### src/rtl/uart_tx_fifo.sv
// Byte FIFO feeding a UART transmitter: ready/valid write port, one-cycle launch
// pulses gated by the transmitter busy handshake, occupancy flags, sticky overflow and flush.
module uart_tx_fifo #(
  parameter int PAYLOAD_BITS = 8,
  parameter int DEPTH        = 16,
  localparam int PW          = $clog2(DEPTH)
) (
  input  logic                    clk,
  input  logic                    resetn,
  input  logic                    wr_en,
  input  logic [PAYLOAD_BITS-1:0] wr_data,
  output logic                    wr_ready,
  input  logic                    flush,
  input  logic                    clr_overflow,
  output logic                    uart_tx_en,
  output logic [PAYLOAD_BITS-1:0] uart_tx_data,
  input  logic                    uart_tx_busy,
  output logic [PW:0]             count,
  output logic                    empty,
  output logic                    full,
  output logic                    overflow,
  output logic                    drained
);

  logic [PAYLOAD_BITS-1:0] mem [DEPTH];
  logic [PW-1:0]           rd_ptr;
  logic [PW-1:0]           wr_ptr;
  logic [PW:0]             count_q;
  logic                    push;
  logic                    launch;
  logic                    overflow_set;

  assign count    = count_q;
  assign empty    = (count_q == '0);
  assign full     = (count_q == (PW+1)'(DEPTH));
  assign wr_ready = !full;
  assign drained  = empty && !uart_tx_en && !uart_tx_busy;

  // Full is sampled from the register, so a same-cycle pop never rescues a write.
  assign push         = wr_en && !full && !flush;
  assign overflow_set = wr_en && full;
  // The !uart_tx_en term covers the cycle before the transmitter's busy rises.
  assign launch       = !empty && !uart_tx_busy && !uart_tx_en && !flush;

  always_ff @(posedge clk) begin
    if (push) mem[wr_ptr] <= wr_data;
  end

  always_ff @(posedge clk) begin
    if (!resetn) begin
      rd_ptr       <= '0;
      wr_ptr       <= '0;
      count_q      <= '0;
      uart_tx_en   <= 1'b0;
      uart_tx_data <= '0;
      overflow     <= 1'b0;
    end else begin
      if (flush) begin
        rd_ptr  <= '0;
        wr_ptr  <= '0;
        count_q <= '0;
      end else begin
        if (push)   wr_ptr <= wr_ptr + PW'(1);
        if (launch) rd_ptr <= rd_ptr + PW'(1);
        case ({push, launch})
          2'b10:   count_q <= count_q + (PW+1)'(1);
          2'b01:   count_q <= count_q - (PW+1)'(1);
          default: count_q <= count_q;
        endcase
      end
      uart_tx_en <= launch;
      if (launch) uart_tx_data <= mem[rd_ptr];
      if (overflow_set)      overflow <= 1'b1;
      else if (clr_overflow) overflow <= 1'b0;
    end
  end

endmodule

### config.mk
export PLATFORM = sky130hd
export DESIGN_NAME = uart_tx_fifo
export DESIGN_NICKNAME = d
export VERILOG_FILES = /design/src/rtl/uart_tx_fifo.sv
export SDC_FILE = /design/constraint.sdc
export NUM_CORES = 1
export LEC_CHECK = 0
export CAP_MARGIN = 20
export CORE_UTILIZATION = 50
export CTS_CLUSTER_DIAMETER = 150
export DETAILED_ROUTE_END_ITERATION = 6
export GPL_TIMING_DRIVEN = 0
export PLACE_DENSITY = 0.76
export SETUP_SLACK_MARGIN = 0.5
export SLEW_MARGIN = 0
export SYNTH_ARGS = -nofsm -noshare
export SYNTH_HDL_FRONTEND = slang
export SYNTH_SLANG_ARGS = --single-unit
export TNS_END_PERCENT = 20
### constraint.sdc
create_clock -name clk -period 5.3 [get_ports clk]
set_input_delay 1.06 -clock clk [delete_from_list [all_inputs] [get_ports clk]]
set_output_delay 1.06 -clock clk [all_outputs]
set_load 0.02 [all_outputs]
# [After elaboration in Yosys (flattened, before gate mapping)]
# Memory sizes are Yosys's and may differ from the RTL's. A register that Yosys moved wholly into a read port is not among the register bits.
# Index checks and enable logic that the tools add are counted.
[totals] register_bits=15 ramBits=128 in_bits=14 word_cells=37 mem_count=1
[op_classes] add_sub_neg=4 n_eq_ne=3 n_mux=5 bitwise_logic=1 reduce_logical=18
[mem_list] memory="mem" words=16 word_bits=8 read_ports=1 rd_clocked_by_memory_dff=1 write_ports=1 line="25" source="logic [PAYLOAD_BITS-1:0] mem [DEPTH];"
[op_table] cell="case mux 5 bit (2 select lines)" n=1
[op_table] cell="adder 4 x 1 -> 4 bit, second input constant" n=2
[op_table] cell="logical AND 1 bit" n=8
[op_table] cell="zero test 1 bit" n=6
[op_table] cell="adder 5 x 1 -> 5 bit, second input constant" n=1
[op_table] cell="== test 5 bit, second input constant" n=1
[op_table] cell="zero test 5 bit" n=1
[op_table] cell="subtractor 5 x 1 -> 5 bit, second input constant" n=1
[op_table] cell="two-way mux 1 bit" n=4
[op_table] cell="nonzero test 2 bit" n=2
[op_table] cell="== test 2 x 1 -> 1 bit, second input constant" n=1
[op_table] cell="== test 2 bit, second input constant" n=1
[op_table] cell="OR reduction 2 bit" n=1
[op_table] cell="NOT 1 bit" n=1

# [Depth between registers and ports, before layout]
[depth] ltp_word=7 depth_mapped=14 ltp_nobuf=12

# [Least setup slack after synthesis]
# No wires, ideal clock.
[synth_path] path_kind="in2reg" start="input port flush" end="register count_q[4], in the netlist count[4]" setup_ps=70 t_arrival_ps=3346 required_time_ps=5230 slack_ps=1884 path_stages=12 path_buffers=2 path_cell_list="or4_1 -> buf_6 -> inv_4 -> buf_8 -> ha_1 -> inv_1 -> fa_1 -> nor2b_1 -> o21ai_0 -> nor4b_1 -> or3_1 -> a21oi_1"
[synth_via] elab_chain_cells=4
[synth_rtl] element="start, declared" line="13" source="input logic flush,"
[synth_rtl] element="zero test 1 bit *" line="43" source="assign launch = !empty && !uart_tx_busy && !uart_tx_en && !flush;"
[synth_rtl] element="logical AND 1 bit *" line="43"
[synth_rtl] element="net launch" line="30" source="logic launch;"
[synth_rtl] element="== test 2 x 1 -> 1 bit / == test 2 bit (equally long branches)" line="65" source="case ({push, launch})"
[synth_rtl] element="case mux 5 bit (2 select lines) / nonzero test 2 bit (equally long branches)"
[synth_rtl] element="end signal, assigned" line="66" source="2'b10: count_q <= count_q + (PW+1)'(1);"
[synth_rtl] element="end signal, assigned" line="67" source="2'b01: count_q <= count_q - (PW+1)'(1);"
[synth_rtl] element="end signal, assigned" line="68" source="default: count_q <= count_q;"
[synth_rtl] element="end, declared" line="28" source="logic [PW:0] count_q;"
# The timed path passes the listed nets; every way through them passes the cells marked *.
# A chain may end at the register's enable or synchronous reset.

# [Worst setup path after layout]
# Same ends and word-level chain as after synthesis.

==> flow_summary.yaml <==
sta:
  timing.fmax_mhz: 273
  finalMaxSlewViolations: 0
  hold_viol_final: 0
  tns_ns: 0
  rsz0062_at_grt: "false"
  max-slew-margin-rel_pct: 39.1
  post-route-min-period_ns: 3.66
  setup_viol: 0
  worst_slack_ns: 1.64
  fin_crit_sh_pct: 69.1
  tightest_slew_ns: 0.910
  fin_worst_skew_ns: 0.00847
grt:
  grt_max_degree: 17
  antenna_found_initial: 0
  grt_pass1_wl_mm: 18.8
  grt_pass1_vias: 3352
  overflow: 0
  grt_util_all_layers_pct: 20.7
die:
  dieHeight_um: 113
  start_util_pct: 52.4
  coreArea_mm2: 0.0117
  num_io_pins: 33
  dieArea_mm2: 0.0127
  fp.dieW_um: 113
  rows: 39
setup_path:
  cp.arrival_ns: 4.01
  cp-startpoint: "flush"
  r2r_slack_ns: 2.13
  crit_fanout: 10
  reg2reg_depth: 14
  crit_required_ns: 5.65
  worst_setup_path_end_kind: "flip-flop"
  r2r_start: "count[0]"
  worstSetupStartpointType: "input port"
  crit_type: "in2reg"
routing:
  wl_met1_mm: 5.19
  route.vias.total: 3334
  drc: 0
  drt_iter0_drc: 286
  wl_met2_mm: 5.95
  top_layer: "met4"
  detail_route.wl_per_cell_um: 21.5
  dr.pass1.iters: 5
  antenna_left: 0
  avgViaCountPerCell: 5.88
  routed_wirelength_mm: 12.2
  wl_met3_um: 762
final_layout:
  num-fill-cells: 819
  drive_gt1_share_pct: 19.1
  design_area_mm2: 0.00717
  num-nets-final: 435
  syn_to_final_growth_pct: 17.5
  multi_input_area_mm2: 0.00166
  layout_common_cells: "edfxtp_1 (128), clkdlybuf4s50_1 (32), mux4_2 (26)"
  diodes: 0
  seqCellArea_mm2: 0.00430
  final_common_cell: "edfxtp_1"
worst_hold_path:
  hp-class: "reg2reg"
  min_path_cells: 2
  min_from: "uart_tx_data[3]"
cts:
  htree_levels: 4
  clockBufferDepth: 2
  clk_pin_slew_ns: 0.06
  clkLatencyLatePin_ns: 0.42
  hold_buffers: 0
  cts-root-buf: "clkbuf_16"
  cts_buffers: 17
  ctsResizeCount: 0
  cts.repair_timing.setup_buffer_count: 0
  cts_tree: "done"
  clock-sinks: 151
synthesis:
  synth_nets: 380
  ys_seq_area_share_pct: 70.5
  yosys.cell_types.count: 44
  synth_flop_cell: "edfxtp_1"
  synth_area_mm2: 0.00611
  yosysWarnings: 0
  synthArstFlopShare_pct: 0
  syn_area_per_cell_um2: 17.2
  synth_edf_count: 128
  ys_ff_latch: 151
  synthCells: 356
place:
  io_buffers: 32
  dp_slack_ns: 1.24
  placed_cell_area_mm2: 0.00663
  place.gp.congestion: 0.856
  hpwl_mm: 8.07
power:
  leakagePower_nw: 2.30
  powerDensity_mw_per_mm2: 344
  vdd_drop_max_uv: 286
run_status:
  status: "finished clean"
flow_run:
  maxCapViolCount: 0
metal layers:
layer	track usage (%)	vias to the layer above
met2	33.1	133
met3	5.13	27
li1	-	1501
met1	27.4	1673
met4	8.27	0
met5	0	-
state kept, by name (all words and copies together) (netlist names):
name / cells
count: 5
mem: 128
overflow: 1
rd_ptr: 4
uart_tx_data: 8
uart_tx_en: 1
wr_ptr: 4
per-stage QoR:
| step | hold slack (ns) | cells | total power, mW | util, % |
|---|---|---|---|---|
| after global routing | 0.521 | 567 | 2.53 | 61.5 |
| after CTS | 0.496 | 567 | 2.48 | 61.5 |
| after global placement | 0.478 | 531 | 1.39 | 56.6 |
| after detailed placement | 0.479 | 535 | 1.39 | 56.8 |
| after floorplan | 0.482 | 356 | 1.35 | - |
| final | 0.501 | 567 | 2.47 | 61.5 |
final timing paths:
| path | to |
|---|---|
| setup / recovery | count[4] |
| hold / removal | uart_tx_data[3] |
| setup reg to reg | count[4] |
| hold reg to reg | uart_tx_data[3] |
worst max-delay path, stage by stage:
cell and delay, ns:
clkdlybuf4s50_1 0.42, or4_1 0.55, buf_6 0.16, inv_4 0.07
buf_8 0.14, ha_1 0.25, inv_1 0.10, fa_1 0.38
nor2b_1 0.16, o21ai_0 0.12, a211oi_1 0.33, o21ai_0 0.14
a21oi_1 0.14
synth_stat cells, types with 3 or more instances:
cell / count / area [um2]
xor2_1: 6 / 52.6
o21ai_0: 6 / 30.0
dfxtp_1: 23 / 460
a21oi_1: 9 / 45.0
nand2_1: 10 / 37.5
o22ai_1: 3 / 18.8
inv_1: 10 / 37.5
nand2b_1: 5 / 31.3
nor4_1: 5 / 31.3
clkbuf_1: 6 / 22.5
nor2b_1: 11 / 68.8
mux2i_1: 23 / 230
o221ai_1: 4 / 35.0
nor2_1: 23 / 86.3
edfxtp_1: 128 / 3840
nand3_1: 7 / 35.0
buf_2: 8 / 40.0
o32ai_1: 3 / 26.3
nor3_1: 5 / 25.0
ha_1: 9 / 113
mux4_2: 26 / 586
layout make-up:
type                            instances  area share, %
Buffer                                 18           1.40
Clock buffer                           17           5.93
Clock inverter                         15           1.67
Inverter                               11          0.610
Multi-Input combinational cell        176           23.1
Sequential cell                       151           60.0
Tap cell                              143           2.49
Timing Repair Buffer                   36           4.78
where the power goes:
group | switching, mW | internal (mW)
registers | 0.00361 | 1.29
logic | 0.0424 | 0.0266
clock network | 0.494 | 0.609
logic make-up (layout without fill, tap and decap cells):
| logic type | after synthesis | count (layout) | share of synthesized area [%] |
|---|---|---|---|
| adder cells (fa/ha/maj) | 10 | 10 | 2.17 |
| AND/OR/NAND/NOR | 80 | 80 | 7.15 |
| buffers and inverters | 29 | 97 | 2.36 |
| AO/OA/AOI/OAI | 29 | 29 | 3.22 |
| multiplexers | 49 | 49 | 13.4 |
| XOR/XNOR | 8 | 8 | 1.27 |
| flip-flops | 151 | 151 | 70.5 |
No activity file was read; power rests on OpenSTA's default activity.
